## config.mk

```make
export PLATFORM = sky130hd
export DESIGN_NAME = regfile_write_arbiter
export DESIGN_NICKNAME = d
export VERILOG_FILES = /design/src/rtl/regfile_pkg.sv /design/src/rtl/regfile_write_arbiter_rr.sv /design/src/rtl/regfile_write_arbiter.sv
export SDC_FILE = /design/constraint.sdc
export NUM_CORES = 1
export LEC_CHECK = 0
export CAP_MARGIN = 15
export CORE_MARGIN = 5
export CORE_UTILIZATION = 60
export DETAILED_ROUTE_END_ITERATION = 12
export DONT_BUFFER_PORTS = 1
export HOLD_SLACK_MARGIN = 0.1
export PLACE_DENSITY = 0.79
export SLEW_MARGIN = 15
export SYNTH_ARGS = -nofsm -noshare
export SYNTH_HDL_FRONTEND = slang
export SYNTH_SLANG_ARGS = --single-unit
```

## constraint.sdc

```tcl
create_clock -name clk -period 5.4 [get_ports clk]
set_input_delay 0.81 -clock clk [delete_from_list [all_inputs] [get_ports clk]]
set_output_delay 0.81 -clock clk [all_outputs]
set_load 0.02 [all_outputs]
```

## src/rtl/regfile_pkg.sv

```systemverilog
// Shared constants and types for the register-file write arbiter.
package regfile_pkg;

   localparam int RF_BASE_DEFAULT  = 5;
   localparam int RF_COUNT_DEFAULT = 3;
   localparam int REG_IDX_W        = 5;
   localparam int DATA_W           = 32;
   localparam int DROP_CNT_W       = 8;
   localparam int GRANT_W          = 3;

   localparam logic [DROP_CNT_W-1:0] DROP_MAX = '1;

   // One write toward the register file: architectural index plus data.
   typedef struct packed {
      logic [REG_IDX_W-1:0] rd;
      logic [DATA_W-1:0]    value;
   } wr_req_t;

   // Unsigned window test: base <= rd < base+count, rd zero-extended.
   function automatic logic in_window(input logic [REG_IDX_W-1:0] rd,
                                      input int base, input int count);
      int r;
      r = 0;
      r[REG_IDX_W-1:0] = rd;
      return (r >= base) && (r < base + count);
   endfunction

endpackage

```

## src/rtl/regfile_write_arbiter_rr.sv

```systemverilog
// Combinational round-robin picker: search starts at ptr and wraps.
module rr_arbiter #(
   parameter int NREQ = 3
) (
   input  logic [$clog2(NREQ)-1:0] ptr,
   input  logic [NREQ-1:0]         valid,
   output logic [NREQ-1:0]         grant,
   output logic [$clog2(NREQ)-1:0] idx,
   output logic                    any
);

   localparam int IDX_W = $clog2(NREQ);

   int               j;
   logic [IDX_W-1:0] jj;

   // Walk candidates ptr, ptr+1, ... (mod NREQ); first valid one wins.
   always_comb begin
      grant = '0;
      idx   = '0;
      any   = 1'b0;
      j     = 0;
      jj    = '0;
      for (int k = 0; k < NREQ; k++) begin
         j = int'(ptr) + k;
         if (j >= NREQ) j = j - NREQ;
         jj = IDX_W'(j);
         if (!any && valid[jj]) begin
            grant[jj] = 1'b1;
            idx       = jj;
            any       = 1'b1;
         end
      end
   end

endmodule

```

## src/rtl/regfile_write_arbiter.sv

```systemverilog
// Round-robin write-port arbiter in front of a windowed register file.
// Out-of-window writes are accepted but dropped and counted.
module regfile_write_arbiter
   import regfile_pkg::*;
#(
   parameter int NREQ     = 3,
   parameter int RF_BASE  = RF_BASE_DEFAULT,
   parameter int RF_COUNT = RF_COUNT_DEFAULT
) (
   input  logic                       clk,
   input  logic                       rst_n,
   input  logic                       freeze,
   input  logic [NREQ-1:0]            req_valid,
   input  logic [NREQ*REG_IDX_W-1:0]  req_rd,
   input  logic [NREQ*DATA_W-1:0]     req_value,
   output logic [NREQ-1:0]            req_ready,
   output logic                       wr_we,
   output logic [REG_IDX_W-1:0]       wr_rd,
   output logic [DATA_W-1:0]          wr_value,
   output logic [DROP_CNT_W-1:0]      drop_count,
   output logic [GRANT_W-1:0]         last_grant
);

   localparam int IDX_W = $clog2(NREQ);

   logic [NREQ-1:0][REG_IDX_W-1:0] rd_arr;
   logic [NREQ-1:0][DATA_W-1:0]    val_arr;
   logic [IDX_W-1:0]               ptr;
   logic [IDX_W-1:0]               gnt_idx;
   logic [IDX_W-1:0]               next_ptr;
   logic [NREQ-1:0]                gnt;
   logic                           gnt_any;
   logic                           accept_en;
   logic                           xfer;
   logic                           in_win;
   wr_req_t                        win_req;
   wr_req_t                        wr_q;
   logic                           we_q;
   logic [DROP_CNT_W-1:0]          drop_q;
   logic [GRANT_W-1:0]             last_q;

   assign rd_arr  = req_rd;
   assign val_arr = req_value;

   rr_arbiter #(.NREQ(NREQ)) u_rr (
      .ptr   (ptr),
      .valid (req_valid),
      .grant (gnt),
      .idx   (gnt_idx),
      .any   (gnt_any)
   );

   // Grants are masked during reset and stall so nothing transfers then.
   assign accept_en = rst_n & ~freeze;
   assign req_ready = accept_en ? gnt : '0;
   assign xfer      = accept_en & gnt_any;

   assign win_req.rd    = rd_arr[gnt_idx];
   assign win_req.value = val_arr[gnt_idx];
   assign in_win        = in_window(win_req.rd, RF_BASE, RF_COUNT);

   assign next_ptr = (gnt_idx == IDX_W'(NREQ-1)) ? '0 : gnt_idx + IDX_W'(1);

   // Write-port register: pulse we for one cycle, data holds when idle.
   always_ff @(posedge clk) begin
      if (!rst_n) begin
         we_q <= 1'b0;
         wr_q <= '0;
      end else begin
         we_q <= xfer & in_win;
         if (xfer && in_win) wr_q <= win_req;
      end
   end

   // Priority pointer and last winner advance only on a transfer.
   always_ff @(posedge clk) begin
      if (!rst_n) begin
         ptr    <= '0;
         last_q <= '0;
      end else if (xfer) begin
         ptr    <= next_ptr;
         last_q <= GRANT_W'(gnt_idx);
      end
   end

   // Saturating count of accepted writes that fall outside the window.
   always_ff @(posedge clk) begin
      if (!rst_n) begin
         drop_q <= '0;
      end else if (xfer && !in_win && drop_q != DROP_MAX) begin
         drop_q <= drop_q + DROP_CNT_W'(1);
      end
   end

   assign wr_we      = we_q;
   assign wr_rd      = wr_q.rd;
   assign wr_value   = wr_q.value;
   assign drop_count = drop_q;
   assign last_grant = last_q;

endmodule

```

==> impl_metrics.env <==
export IMPL_drt_wirelength_per_cell_um=20.5
export IMPL_netSwitchingPower_uw=334
export IMPL_portBuffers=0
export IMPL_wl_met1_mm=2.99
export IMPL_pwr_share_comb_pct=27.0
export IMPL_internal_power_uw=594
export IMPL_synth_commonest_cells="dfxtp_1 (50), nor2_1 (44), mux2i_1 (42)"
export IMPL_design_area_um2=3050
export IMPL_grt_setup_unrepaired="no"
export IMPL_clk_latency_ns=0.30
export IMPL_die_area_um2=6450
export IMPL_worstPathArrival_ns=2.80
export IMPL_areaGrowthSynthToFinish_pct=3.00
export IMPL_met2_length_mm=3.90
export IMPL_coreArea_um2=4750
export IMPL_die_w_um=80.3
export IMPL_post_cts_buffers=0
export IMPL_hold_buffers=0
export IMPL_drcViolationCount=0
export IMPL_drt_vias_per_instance=6.60
export IMPL_yosysTopAreaCell="dfxtp_1"
export IMPL_switching_share_pct=36.0
export IMPL_p_leak_uw=0.00131
export IMPL_stdcell_count=385
export IMPL_rows=25
export IMPL_grt_usage_pct=23.9
export IMPL_cts_tree="built"
export IMPL_pwr_share_seq_pct=50.4
export IMPL_fin_skew_ns=0.00692
export IMPL_grt_pass1_vias=2362
export IMPL_post_cts_resized=0
export IMPL_run_status="finished, final reports clean"
export IMPL_first_pass_iters=4
export IMPL_synth_seq_cells=50
export IMPL_ys_warn_count=0
export IMPL_routed_top_layer="met4"
export IMPL_syn_nets=457
export IMPL_netlist_area_um2=2970
export IMPL_num_fill_cells=444
export IMPL_grt_antenna_before_repair=0
export IMPL_period_minus_slack_ns=3.61
export IMPL_vias=2540
export IMPL_setup_violations=0
export IMPL_hold_depth=2
export IMPL_cts_buffers=5
export IMPL_clk_path_buf_depth=2
export IMPL_gp_congestion=0.937
export IMPL_synth_area_leaders="dfxtp_1 (34%), mux2i_1 (14%), a31o_2 (9.5%), a211oi_1 (8.9%), nor2_1 (5.6%)"
export IMPL_fin_nets=440
export IMPL_drtIter0Drc=110
export IMPL_grt_pass1_wl_mm=12.0
export IMPL_r2r_start="ptr[0]$_SDFFE_PN0P_"
export IMPL_setup_tns_ns=0
export IMPL_finalHoldWorstSlack_ns=0.509
export IMPL_clock_root_buffer="clkbuf_8"
export IMPL_drv_slew=0
export IMPL_synth_edf_count=0
export IMPL_grt_overflow=0
export IMPL_synth_most_common_cell="dfxtp_1"
export IMPL_yosysUniqueCellTypes=50
export IMPL_n_antenna_cell=0
export IMPL_utilization_pct=64.2
export IMPL_ys_seq_area_share_pct=33.8
export IMPL_critPathLaunch="ptr[1]$_SDFFE_PN0P_"
export IMPL_fin_crit_sh_pct=66.9
export IMPL_routed_wl_met3_um=926
export IMPL_endpoint_kind="primary output"
export IMPL_r2r_slack_ns=1.79
export IMPL_final_layout_size_suffix_gt1_share_pct=15.7
export IMPL_powerDensity_nw_per_um2=304
export IMPL_crit_path_end="req_ready[0]"
export IMPL_max_cap_viol_count=0
export IMPL_syn_avg_cell_area_um2=8.85
export IMPL_grt_max_degree=55
export IMPL_synth_top_cell_area_share_pct=33.8
export IMPL_dpl_cell_area_um2=2970
export IMPL_ant_nets=0
export IMPL_clk_pin_slew_ns=0.08
export IMPL_dp_hpwl_mm=5.96
export IMPL_cts_sinks=50
export IMPL_hp_start="ptr[1]$_SDFFE_PN0P_"
export IMPL_fmax_mhz=277
export IMPL_start_util_pct=62.4
export IMPL_synth_top_flop_cell="dfxtp_1"
export IMPL_synthCells=335
export IMPL_finalHoldViolations=0
export IMPL_dieHeight_um=80.3
export IMPL_worstHoldPathType="reg -> reg"
export IMPL_ir_drop_mv=0.182
export IMPL_setup_worst_path_start_class="register"
export IMPL_crit_path_max_fanout=8
export IMPL_r2r_end="wr_rd[0]$_SDFFE_PN0P_"
export IMPL_htree_num_levels=2
export IMPL_io_pins=169
export IMPL_synthArstFlopShare_pct=0
export IMPL_rr_worst_depth=9
export IMPL_pwr_share_clk_pct=22.6
export IMPL_tightest_slew_ns=0.990
export IMPL_crit_required_ns=4.59
export IMPL_crit_type="reg -> out"
export IMPL_max_slew_margin_rel_pct=33.4
export IMPL_place_inst=378
export IMPL_wirelength_mm=7.90
cell type report:
| type | instances | area, um2 | share of cell area, % |
|---|---|---|---|
| Tap cell | 67 | 83.8 | 2.74 |
| Multi-Input combinational cell | 247 | 1830 | 59.8 |
| Sequential cell | 50 | 1000 | 32.8 |
| Clock buffer | 6 | 72.6 | 2.38 |
| Clock inverter | 1 | 7.51 | 0.246 |
| Inverter | 11 | 41.3 | 1.35 |
| Timing Repair Buffer | 3 | 22.5 | 0.737 |
metrics by stage:
| step | setup WS (ns) | power [uW] |
|---|---|---|
| after floorplan | 2.35 | 684 |
| after global placement | 1.84 | 721 |
| final | 1.79 | 927 |
| after global routing | 1.52 | 981 |
| after CTS | 1.79 | 935 |
| after detailed placement | 1.82 | 726 |
power groups by stage:
stage	Clock [uW]	Sequential, uW	Combinational [uW]
5_1_grt	233	471	277
2_1_floorplan	0	466	218
3_3_place_gp	0	476	244
3_5_place_dp	0	477	249
6_report	210	467	250
4_1_cts	217	469	250
cell families (layout without fill, tap and decap cells):
family,count (synthesis),in the layout,synth area share [%]
adder cells (fa/ha/maj),5,5,2.11
AO/OA/AOI/OAI,103,103,28.5
multiplexers,42,42,14.2
XOR/XNOR,1,1,0.295
flip-flops,50,50,33.8
buffers and inverters,38,21,5.61
AND/OR/NAND/NOR,95,95,15.4
other,1,1,0.126
worst min path at each step:
stage               slack (ns)             endpoint
detailed placement        0.50  ptr[1]$_SDFFE_PN0P_
floorplan                 0.46  ptr[1]$_SDFFE_PN0P_
CTS                       0.51  ptr[1]$_SDFFE_PN0P_
finish                    0.51  ptr[1]$_SDFFE_PN0P_
global route              0.54  ptr[1]$_SDFFE_PN0P_
global placement          0.48  ptr[1]$_SDFFE_PN0P_
worst max-delay path, cell delays in order, from the launching register on:
cell      delay, ns
dfxtp_1        0.35
inv_1          0.08
ha_1           0.32
mux2i_1        0.37
o22ai_1        0.23
or3b_2         0.47
a311oi_1       0.68
flip-flops by register name (all words and copies together), names as in the netlist:
name / count
wr_value: 32
drop_count: 8
wr_rd: 5
last_grant: 2
ptr: 2
wr_we: 1
metal layers:
| layer | vias up | track usage, % |
|---|---|---|
| met5 | - | 0 |
| met1 | 1157 | 28.5 |
| met4 | 0 | 7.09 |
| met3 | 7 | 8.07 |
| li1 | 1213 | - |
| met2 | 163 | 40.4 |
placed cells by master (no fill, tap or decap), types with 5 or more instances in the layout:
master,netlist,routed
a21oi_1,9,9
nand2_1,17,17
inv_1,11,11
clkbuf_8,0,5
a31o_2,32,32
and3_1,6,6
nor2_1,44,43
mux2i_1,42,42
ha_1,5,5
a211oi_1,35,35
dfxtp_1,50,50
o21ai_0,8,8
No activity file was read; power rests on OpenSTA's default activity.
